`config.mk`:
```
export PLATFORM = sky130hd
export DESIGN_NAME = spi_responder
export DESIGN_NICKNAME = d
export VERILOG_FILES = /design/src/rtl/spi_responder.sv
export SDC_FILE = /design/constraint.sdc
export NUM_CORES = 1
export LEC_CHECK = 0
export ABC_AREA = 1
export ABC_CLOCK_PERIOD_IN_PS = 10800
export CORE_ASPECT_RATIO = 1.25
export CORE_UTILIZATION = 63
export DETAILED_ROUTE_END_ITERATION = 8
export GPL_TIMING_DRIVEN = 0
export PLACE_DENSITY = 0.81
export SLEW_MARGIN = 0
export SYNTH_ARGS = -nofsm -noshare
export SYNTH_HDL_FRONTEND = slang
export SYNTH_SLANG_ARGS = --single-unit
```
`constraint.sdc`:
```
create_clock -name clk -period 10.8 [get_ports clk]
set_input_delay 1.62 -clock clk [delete_from_list [all_inputs] [get_ports clk]]
set_output_delay 1.62 -clock clk [all_outputs]
set_load 0.05 [all_outputs]
```
`src/rtl/spi_responder.sv`:
```
// SPI responder: deserialises {data,addr,wr} frames sent LSB-first on mosi while cs is low,
// stores writes in a DEPTH x DW register file and shifts read data back LSB-first on miso.
module spi_responder #(
   parameter int DEPTH = 32,
   parameter int AW    = 8,
   parameter int DW    = 8
) (
   input  logic clk,
   input  logic rst,
   input  logic cs,
   input  logic mosi,
   output logic miso,
   output logic ready,
   output logic op_done,
   output logic err
);

   localparam int MAXW = (AW > DW) ? AW : DW;
   localparam int CW   = $clog2(MAXW + 1);
   localparam int IW   = (DEPTH > 1) ? $clog2(DEPTH) : 1;
   localparam logic [AW:0] DEPTH_W = (AW + 1)'(DEPTH);
   localparam logic [CW-1:0] ADDR_LAST = CW'(AW - 1);
   localparam logic [CW-1:0] DATA_LAST = CW'(DW - 1);

   typedef enum logic [2:0] {
      IDLE,
      RX_ADDR,
      RX_DATA,
      WRITE,
      RD_PREP,
      RD_SEND
   } state_t;

   state_t        state;
   logic [CW-1:0] cnt;
   logic          armed;
   logic          wr;
   logic [AW-1:0] addr;
   logic [DW-1:0] data;
   logic [DW-1:0] shift;
   logic [DW-1:0] mem [DEPTH];

   logic [AW-1:0] addr_next;
   logic          addr_ok;
   logic          addr_next_ok;

   // Range checks use the full address width so out-of-range addresses never alias into storage.
   assign addr_next    = {mosi, addr[AW-1:1]};
   assign addr_ok      = ({1'b0, addr} < DEPTH_W);
   assign addr_next_ok = ({1'b0, addr_next} < DEPTH_W);

   // Single FSM; pulse outputs default low every cycle so they can never stretch.
   always_ff @(posedge clk or posedge rst) begin
      if (rst) begin
         state   <= IDLE;
         cnt     <= '0;
         armed   <= 1'b1;
         wr      <= 1'b0;
         addr    <= '0;
         data    <= '0;
         shift   <= '0;
         miso    <= 1'b0;
         ready   <= 1'b0;
         op_done <= 1'b0;
         err     <= 1'b0;
         for (int i = 0; i < DEPTH; i++) begin
            mem[i] <= '0;
         end
      end else begin
         ready   <= 1'b0;
         op_done <= 1'b0;
         err     <= 1'b0;
         if (cs) begin
            armed <= 1'b1;
         end

         case (state)
            IDLE: begin
               if (!cs && armed) begin
                  wr    <= mosi;
                  armed <= 1'b0;
                  cnt   <= '0;
                  addr  <= '0;
                  data  <= '0;
                  state <= RX_ADDR;
               end
            end

            RX_ADDR: begin
               if (cs) begin
                  cnt   <= '0;
                  state <= IDLE;
               end else begin
                  addr <= addr_next;
                  if (cnt == ADDR_LAST) begin
                     cnt <= '0;
                     if (wr) begin
                        state <= RX_DATA;
                     end else begin
                        ready <= 1'b1;
                        err   <= ~addr_next_ok;
                        state <= RD_PREP;
                     end
                  end else if (cnt != '1) begin
                     cnt <= cnt + 1'b1;
                  end
               end
            end

            RX_DATA: begin
               if (cs) begin
                  cnt   <= '0;
                  state <= IDLE;
               end else begin
                  data <= {mosi, data[DW-1:1]};
                  if (cnt == DATA_LAST) begin
                     cnt     <= '0;
                     op_done <= 1'b1;
                     err     <= ~addr_ok;
                     state   <= WRITE;
                  end else if (cnt != '1) begin
                     cnt <= cnt + 1'b1;
                  end
               end
            end

            WRITE: begin
               if (addr_ok) begin
                  mem[addr[IW-1:0]] <= data;
               end
               state <= IDLE;
            end

            // Bit 0 goes straight onto miso here so it appears the cycle after ready.
            RD_PREP: begin
               if (addr_ok) begin
                  miso  <= mem[addr[IW-1:0]][0];
                  shift <= mem[addr[IW-1:0]] >> 1;
               end else begin
                  miso  <= 1'b0;
                  shift <= '0;
               end
               cnt   <= '0;
               state <= RD_SEND;
            end

            RD_SEND: begin
               if (cnt == DATA_LAST) begin
                  miso  <= 1'b0;
                  cnt   <= '0;
                  state <= IDLE;
               end else begin
                  miso  <= shift[0];
                  shift <= shift >> 1;
                  if (cnt != '1) begin
                     cnt <= cnt + 1'b1;
                  end
               end
            end

            default: begin
               state <= IDLE;
            end
         endcase
      end
   end

endmodule
```
==> summary.txt <==
Place
  – Port bufs: 7
  – Placed insts: 2,062
  – GP Congestion: 1.030
  – Pre-CTS setup slack: 7.507 ns
  – DPL Wire Length: 27,150 um
  – DP Area: 13,950 um^2

Logic synthesis
  – Synth Register Bits: 292
  – Sequential area share after synthesis: 54.22%
  – Mean Syn Cell Area: 7.577 um^2
  – Synth area leaders: dfrtp_1 (54%), nand2_1 (27%), o21ai_0 (10%)
  – Post-Syn Area: 13,480 um^2
  – Yosys top cell area share: 54.02%
  – Number of synthesized flops with an enable pin: 0
  – Synth warn: 0
  – Post-synthesis net count: 1,784
  – Post-Syn Instances: 1,779
  – Synth top cells by count: nand2_1 (957), dfrtp_1 (291), o21ai_0 (280)
  – Count leader, synth: nand2_1
  – Netlist cell types: 26
  – Top_reg_cell synth: dfrtp_1
  – Async SR Flop Fraction: 100.0%
  – Yosys top cell by area: dfrtp_1

Global route
  – Number of global-route vias before repair: 11,790
  – Overflow after GRT: 0
  – Antenna violations before repair: 0
  – First-pass GRT wire length: 62,070 um
  – Pin count of the biggest net entering global routing: 116
  – GR Util All Layers: 36.86%

Clocking
  – Clock sinks: 292
  – H-tree Lvls: 1
  – CTS resizes: 0
  – Num CTS Buffers: 29
  – Setup Buffers After CTS: 0
  – CTS tree: done
  – Hold Buf Count CTS: 0
  – Clk_lat worst skew: 0.57 ns
  – Root Driver: clkbuf_16
  – Max Root-Sink Buffers: 3
  – CTS clk-pin slew, worst paths: 0.06 ns

Worst setup path
  – Max incr delay on CP: 0.80 ns
  – Reg-to-reg endpoint: mem[28]
  – Worst Reg-to-Reg Cells: 8
  – Crit path to: miso
  – CP max-delay cell: clkdlybuf4s50_1
  – Crit path max-delay family: buffers and inverters
  – Crit path kind: reg -> out
  – Crit Path Max Fanout: 2
  – Worst Path Required: 9.18 ns
  – CP startpoint kind: flop
  – CP bufs+invs: 1
  – Cells along the critical path: clkdlybuf4s50_1
  – Crit. path cell count: 1
  – Worst reg-to-reg setup slack: 8.19 ns
  – Setup crit end kind: primary output
  – Setup crit start: miso
  – WP data arrival: 1.71 ns
  – Crit Reg-Reg Startpoint: addr[7]

Die
  – FP Rows: 59
  – Die X: 132.8 um
  – Initial Utilization: 64.52%
  – Die area: 21,990 um^2
  – Io pins: 8
  – Die Y: 165.5 um
  – Core area: 20,890 um^2

Timing
  – WHS: 0.4817 ns
  – Fmax: 300.0 MHz
  – Setup-failing EPs final: 0
  – Clock skew: 0.02465 ns
  – Worst-margin pin slew: 0.9659 ns
  – Period utilization: 30.86%
  – Worst slew margin: 35.37%
  – Slew Viols, Final: 0
  – RSZ-0062 raised after global routing: false
  – Hold Violations, Final: 0
  – Crit path time final: 3.333 ns
  – Slack of the critical path: 7.467 ns

Finish
  – Post-route insts no fill: 2,115
  – Core Util, Final: 71.31%
  – Nets: 1,824
  – # diodes: 0
  – Area Growth Syn to Fin: 10.52%
  – Share of layout cells above drive strength 1: 5.703%
  – Non-Filler Cell Area, Final: 14,900 um^2

Pwr
  – Worst VDD drop: 173.6 uV
  – Power Dens Cells: 172.6 nW/um^2
  – Lkg Pwr: 0.007399 uW

Flow run
  – Max_cap viols: 0

Route
  – 1st-pass router iterations: 7
  – Routed WL: 39,240 um
  – Iter 0 DRT Violations: 1,302
  – Vias per cell: 5.814
  – DR DRC count: 0
  – WL per Instance: 18.55 um
  – DR vias: 12,300
  – Remaining antenna violation count after routing: 0

Worst hold path
  – Worst hold path type: reg -> reg

Outcome
  – Status: finished, final reports clean
registers in the layout (all words and copies together) (netlist names):
| name | cells |
|---|---|
| mem | 256 |
| addr | 8 |
| data | 8 |
| shift | 7 |
| cnt | 4 |
| state | 3 |
| armed | 1 |
| err | 1 |
| miso | 1 |
| op_done | 1 |
| ready | 1 |
| wr | 1 |
worst min-delay path by stage:
| stage | cells past startpoint | slack, ns | startpoint | end |
|---|---|---|---|---|
| after floorplan | 1 | 0.44 | wr | ready |
| after global routing | 1 | 0.49 | wr | ready |
| after global placement | 1 | 0.45 | wr | ready |
| final | 1 | 0.48 | wr | ready |
| after CTS | 1 | 0.47 | wr | ready |
| after detailed placement | 1 | 0.47 | wr | ready |
stage by stage:
stage,setup TNS (ns),total power [uW]
floorplan,0,1466
global placement,-597.90,1556
detailed placement,0,1571
CTS,0,2561
global route,0,2661
finish,0,2570
kinds of logic after synthesis:
family	Yosys count	synth area share, %
xor gates and xnor gates	1	0.06499
AOI/OAI and AO/OA	302	11.29
adders and majority gates	1	0.09281
and+or+nand+nor	1042	29.95
DFF	292	54.22
buffers and inverters	141	4.381
final cells by class:
cell class,instances,area [um^2]
well taps,274,342.8
flip-flops and latches,292,7308
plain buffers,104,451.7
clock inverters,14,128.9
fillers,1648,5995
inverters,37,146.4
repair buffers,9,125.1
clock buffers,39,813.3
multi-input cells,1346,5580
routing by layer:
metal	global-route usage, %	wire length [um]
met2	59.45	18170
met1	46.03	15230
met3	8.364	3540
met4	21.16	2299
met5	0	0
cell usage in the layout, fill, tap and decap left out, types with 7 or more instances in the layout:
cell	synthesis	routed
nor2_1	39	39
dfrtp_1	291	291
a21oi_1	17	17
o21ai_0	280	280
nand2_1	957	957
nand4_1	8	8
clkbuf_1	49	54
clkinv_2	0	9
buf_1	8	8
clkdlybuf4s50_1	0	7
buf_2	46	46
nand3_1	21	21
inv_1	35	34
nor3_1	11	11
clkbuf_16	0	29
power by group:
group          internal [uW]  total, uW  switching [uW]
registers               1150       1200            42.5
clock network            575       1010             434
logic                   99.9        364             264
total                   1830       2570             741
Note: power is estimated with default switching activity, not from simulation.
